File: src/rtl/decode_stage.sv
// decode_stage: RV32I decode stage feeding execute.
// Registers one instruction per cycle and decodes its operation code and
// sign-extended immediate. It reads the 32-entry register file with
// write-through, and produces the one-deep forwarding flags.
// Optional macro DECODE_ILLEGAL_TRAP_EN adds the illegal output. With it,
// unknown opcodes and reserved funct3 encodings are replaced by a bubble.
module decode_stage #(
  parameter int unsigned XLEN  = 32,
  parameter int unsigned NREGS = 32
) (
  input  logic            clk,
  input  logic            reset,
  input  logic [31:0]     instr,
  input  logic [XLEN-1:0] instr_pc,
  input  logic            instr_valid,
  input  logic            flush,
  input  logic            wb_en,
  input  logic [4:0]      wb_rd,
  input  logic [XLEN-1:0] wb_data,
  output logic [11:0]     operation,
  output logic [XLEN-1:0] rs1,
  output logic [XLEN-1:0] rs2,
  output logic [XLEN-1:0] imm,
  output logic [4:0]      rd,
  output logic            rs1_fwd,
  output logic            rs2_fwd,
  output logic [XLEN-1:0] pc,
  output logic            isBranch
`ifdef DECODE_ILLEGAL_TRAP_EN
  ,
  output logic            illegal
`endif
);

  localparam int unsigned RAW = 5;
  localparam logic [11:0] BUBBLE_OP  = 12'h013;
  localparam logic [6:0]  OPC_OP     = 7'b0110011;
  localparam logic [6:0]  OPC_IMM    = 7'b0010011;
  localparam logic [6:0]  OPC_LOAD   = 7'b0000011;
  localparam logic [6:0]  OPC_STORE  = 7'b0100011;
  localparam logic [6:0]  OPC_BRANCH = 7'b1100011;
  localparam logic [6:0]  OPC_JAL    = 7'b1101111;
  localparam logic [6:0]  OPC_JALR   = 7'b1100111;
  localparam logic [6:0]  OPC_LUI    = 7'b0110111;
  localparam logic [6:0]  OPC_AUIPC  = 7'b0010111;

  logic [XLEN-1:0] regs [NREGS];
  logic [RAW-1:0]  last_wr;

  logic [6:0]      opcode;
  logic [2:0]      funct3;
  logic [RAW-1:0]  rs1a;
  logic [RAW-1:0]  rs2a;
  logic [RAW-1:0]  rd_c;
  logic [31:0]     imm32_c;
  logic [XLEN-1:0] rs1_val_c;
  logic [XLEN-1:0] rs2_val_c;
  logic            fwd1_c;
  logic            fwd2_c;
  logic            trap_c;
  logic            issue_c;

  assign opcode = instr[6:0];
  assign funct3 = instr[14:12];
  assign rs1a   = instr[19:15];
  assign rs2a   = instr[24:20];

  // Immediate format and destination register selected by opcode
  always_comb begin
    imm32_c = '0;
    rd_c    = instr[11:7];
    case (opcode)
      OPC_IMM, OPC_LOAD, OPC_JALR:
        imm32_c = {{20{instr[31]}}, instr[31:20]};
      OPC_STORE: begin
        imm32_c = {{20{instr[31]}}, instr[31:25], instr[11:7]};
        rd_c    = '0;
      end
      OPC_BRANCH: begin
        imm32_c = {{19{instr[31]}}, instr[31], instr[7], instr[30:25], instr[11:8], 1'b0};
        rd_c    = '0;
      end
      OPC_LUI, OPC_AUIPC:
        imm32_c = {instr[31:12], 12'b0};
      OPC_JAL:
        imm32_c = {{11{instr[31]}}, instr[31], instr[19:12], instr[20], instr[30:21], 1'b0};
      default: ;
    endcase
  end

  // Register file read with x0 forced to zero and same-cycle write-through
  always_comb begin
    rs1_val_c = '0;
    rs2_val_c = '0;
    if (rs1a != '0) rs1_val_c = (wb_en && (wb_rd == rs1a)) ? wb_data : regs[rs1a];
    if (rs2a != '0) rs2_val_c = (wb_en && (wb_rd == rs2a)) ? wb_data : regs[rs2a];
  end

  // Execute forwards its own last result when we read the register it is writing
  always_comb begin
    fwd1_c = (rs1a == last_wr) && (last_wr != '0);
    fwd2_c = (rs2a == last_wr) && (last_wr != '0);
  end

`ifdef DECODE_ILLEGAL_TRAP_EN
  // Unknown opcodes, non-32-bit encodings and reserved funct3 values trap
  always_comb begin
    trap_c = (instr[1:0] != 2'b11);
    case (opcode)
      OPC_OP, OPC_IMM, OPC_JAL, OPC_JALR, OPC_LUI, OPC_AUIPC: ;
      OPC_LOAD:
        if (funct3 == 3'b011 || funct3 == 3'b110 || funct3 == 3'b111) trap_c = 1'b1;
      OPC_STORE:
        if (funct3 > 3'b010) trap_c = 1'b1;
      OPC_BRANCH:
        if (funct3 == 3'b010 || funct3 == 3'b011) trap_c = 1'b1;
      default:
        trap_c = 1'b1;
    endcase
  end
`else
  assign trap_c = 1'b0;
`endif

  assign issue_c = instr_valid && !flush && !trap_c;

  // Register file; x0 is never written
  always_ff @(posedge clk or posedge reset) begin
    if (reset) begin
      for (int i = 0; i < int'(NREGS); i++) regs[i] <= '0;
    end else if (wb_en && (wb_rd != '0)) begin
      regs[wb_rd] <= wb_data;
    end
  end

  // Issue register: decoded instruction or a bubble (ADDI x0,x0,0)
  always_ff @(posedge clk or posedge reset) begin
    if (reset) begin
      operation <= BUBBLE_OP;
      rs1       <= '0;
      rs2       <= '0;
      imm       <= '0;
      rd        <= '0;
      rs1_fwd   <= 1'b0;
      rs2_fwd   <= 1'b0;
      pc        <= '0;
      isBranch  <= 1'b0;
      last_wr   <= '0;
    end else if (issue_c) begin
      operation <= {instr[30], instr[25], funct3, opcode};
      rs1       <= rs1_val_c;
      rs2       <= rs2_val_c;
      imm       <= XLEN'($signed(imm32_c));
      rd        <= rd_c;
      rs1_fwd   <= fwd1_c;
      rs2_fwd   <= fwd2_c;
      pc        <= instr_pc;
      isBranch  <= (opcode == OPC_BRANCH);
      last_wr   <= rd_c;
    end else begin
      operation <= BUBBLE_OP;
      rs1       <= '0;
      rs2       <= '0;
      imm       <= '0;
      rd        <= '0;
      rs1_fwd   <= 1'b0;
      rs2_fwd   <= 1'b0;
      pc        <= '0;
      isBranch  <= 1'b0;
      last_wr   <= '0;
    end
  end

`ifdef DECODE_ILLEGAL_TRAP_EN
  // Trap flag travels with the bubble that replaced the bad instruction
  always_ff @(posedge clk or posedge reset) begin
    if (reset) illegal <= 1'b0;
    else       illegal <= instr_valid && !flush && trap_c;
  end
`endif

endmodule

File: config.mk
export PLATFORM = sky130hd
export DESIGN_NAME = decode_stage
export DESIGN_NICKNAME = d
export VERILOG_FILES = /design/src/rtl/decode_stage.sv
export SDC_FILE = /design/constraint.sdc
export NUM_CORES = 2
export LEC_CHECK = 0
export CAP_MARGIN = 5
export CORE_ASPECT_RATIO = 2
export CORE_MARGIN = 5
export CORE_UTILIZATION = 55
export CTS_CLUSTER_DIAMETER = 60
export DETAILED_ROUTE_END_ITERATION = 10
export PLACE_DENSITY = 0.76
export REMOVE_ABC_BUFFERS = 1
export SYNTH_ARGS = -nofsm -noshare
export SYNTH_HDL_FRONTEND = slang
export SYNTH_SLANG_ARGS = --single-unit
File: constraint.sdc
create_clock -name clk -period 51.5 [get_ports clk]
set_input_delay 7.725 -clock clk [delete_from_list [all_inputs] [get_ports clk]]
set_output_delay 7.725 -clock clk [all_outputs]
set_load 0.01 [all_outputs]
==> out/metrics.yaml <==
run_status:
  status: "finished, final reports clean"
clock_network:
  cts_resized: 0
  postCtsSetupRepairBufs: 0
  clockRootBuffer: "clkbuf_16"
  postCtsHoldBufs: 0
  cts_tree: "done"
  htreeDepth: 3
  clock-sinks: 1172
  cts_buffer_depth: 3
  numCtsBuffers: 100
  clk_pin_slew_worst_paths_ns: 0.07
  insertion_delay_ns: 0.72
sta:
  grt_setup_unrepaired: "no"
  worst_slack_ns: 39.73
  period_share_pct: 22.86
  slew_violations: 0
  fin_setup_tns_ns: 0
  worstMarginPinSlew_ns: 1.298
  hold_viol: 0
  finClkSkew_ns: 0.02313
  finalSetupViolations: 0
  min_period_ns: 11.77
  max_freq_ghz: 0.08494
  slew_headroom_pct: 13.18
grt:
  grt_overflow_total: 0
  grt_max_degree: 198
  grt.total_usage_pct: 32.30
  antenna_found_initial: 3
  grt_first_pass_wirelength_mm: 281.6
  grt_pass1_vias: 42360
final_layout:
  final_common_cell: "dfrtp_1"
  layout_common_cells: "dfrtp_1, mux2_2, mux4_2"
  area_growth_pct: 10.69
  nNetsFinal: 4324
  drive_gt1_share_pct: 41.40
  layout.cells.non_filler: 5694
floorplan:
  die_h_um: 478.8
  die_area_um2: 117000
  start_util_pct: 55.17
  num_io_pins: 254
  rows: 172
  fp.dieW_um: 244.4
  core_um2: 109500
setup_path:
  cp-end-kind: "asynchronous set/reset pin"
  worst-path-buf-inv: 6
  cp_top_family: "buffers and inverters"
  start_kind: "primary input"
  critPathRequiredTime_ns: 52.19
  cp_slowest_cell: "buf_4"
  crit_top_cell: "buf_4"
  arrival_ns: 12.46
  worstSetupPathType: "primary input to asynchronous set/reset pin"
  slowest_delay_ns: 0.91
  path_max_fanout: 117
  cp_cell_sequence: "clkdlybuf4s50_1 -> inv_8 -> buf_4 -> buf_4 -> buf_4 -> buf_4"
power_and_ir_drop:
  leakage_nw: 28.87
  powerDensity_nw_per_um2: 37.21
  vdd_drop_max_mv: 0.02780
routing:
  routed_via_density: 7.064
  drt_pass1_iterations: 5
  dr_total_vias: 40220
  wl_per_cell_um: 33.52
  ant_nets: 0
  first_iter_violations: 4572
  drt_wl_total_mm: 190.9
  drc: 0
synthesis:
  synth_edf_count: 0
  yosys.area_share.adder_pct: 0
  synthesis.area_um2: 60430
  synth-simple-area-share_pct: 3.801
  seq_area_frac_synth_pct: 48.54
  synthDistinctLibCells: 64
  ys_async_sr_fraction_pct: 100.0
  syn_inst: 4229
  ys.flop_type: "dfrtp_1"
  ys.warnings.count: 0
  syn_avg_cell_area_um2: 14.29
  synth_xor_area_share_pct: 0.2899
  synth-seq-cells: 1172
  synth_top_family_by_area: "multiplexers"
  synth_compound_area_share_pct: 4.911
  synthMuxAreaShare_pct: 38.48
placed_design:
  placedCellCount: 5508
  place_hpwl_mm: 109.2
  pre_cts_slack_ns: 38.81
  gp_congestion: 0.8447
  io_buffers: 253
hold_path:
  holdCritPathClass: "register to register"
job:
  cap_viol_max_count: 0
final timing paths:
| path | slack [ns] | startpoint | end | cells past startpoint |
|---|---|---|---|---|
| worst max register to register | 49.30 | regs[830]$_DFFE_PP0P_ | rs1[30]$_DFF_PP0_ | 5 |
| worst min-delay path | 0.39 | regs[992]$_DFFE_PP0P_ | regs[992]$_DFFE_PP0P_ | 0 |
| worst max-delay path | 39.73 | reset | regs[812]$_DFFE_PP0P_ | 6 |
| min in group asynchronous | 7.57 | reset | imm[6]$_DFF_PP0_ | 2 |
| worst min register to register | 0.39 | regs[992]$_DFFE_PP0P_ | regs[992]$_DFFE_PP0P_ | 0 |
| max in group clk | 40.17 | instr[15] | rs1[16]$_DFF_PP0_ | 9 |
stage by stage:
stage | util [%] | cell area, um^2 | hold WS (ns) | power [W]
floorplan | - | 58080 | 0.3627 | 0.001516
global placement | 57.91 | 63430 | 0.3764 | 0.001660
detailed placement | 57.91 | 63430 | 0.3805 | 0.001686
CTS | 61.06 | 66880 | 0.3959 | 0.002491
global route | 61.06 | 66890 | 0.4145 | 0.002581
finish | 61.06 | 66890 | 0.3932 | 0.002489
cells by family (layout without fill, tap and decap cells):
group / Yosys count / after routing
mux: 1707 / 1707
buf+inv: 471 / 542
flops: 1172 / 1172
compound gates: 410 / 410
other cells: 0 / 2
xor+xnor: 20 / 20
simple gates: 449 / 449
power by group:
group / total [W] / internal [W] / switching [W]
Combinational: 0.000481 / 0.000284 / 0.000197
Sequential: 0.00120 / 0.00108 / 0.000121
Clock: 0.000810 / 0.000454 / 0.000356
Total: 0.00249 / 0.00182 / 0.000674
synthesized netlist by cell type, drive strengths merged (49+ instances only):
cell type	count	area share, %
dfrtp	1169	48
a221oi	67	0.98
buf	253	2.6
nand2	76	0.47
clkbuf	204	1.3
nor3	50	0.42
a22oi	61	0.76
a21oi	71	0.59
o21ai	49	0.41
mux2	1081	20
nor2	123	0.76
mux4	382	14
mux2i	244	4.0
registers in the layout, summed over array words and instances, names as in the netlist:
| signal | cells |
|---|---|
| operation | 12 |
| imm | 32 |
| regs | 1024 |
| rs2_fwd | 1 |
| pc | 32 |
| isBranch | 1 |
| rs1 | 32 |
| last_wr | 5 |
| rs1_fwd | 1 |
| rs2 | 32 |
per-layer routing:
layer	vias to the layer above	wire length (um)	global-route usage, %
met2	2224	94590	54.24
met3	728	15050	5.827
met4	2	15020	20.11
li1	15990	-	-
met1	21280	66200	38.70
met5	-	12	0
final cells by class:
class	count	area, um^2
fillers	8182	42650
inverters	14	60.06
diodes	2	5.005
flip-flops and latches	1172	29330
multi-input cells	2586	28960
clock inverters	36	445.4
repair buffers	344	3342
clock buffers	148	3007
well taps	1392	1742
No activity file was read; power rests on OpenSTA's default activity.
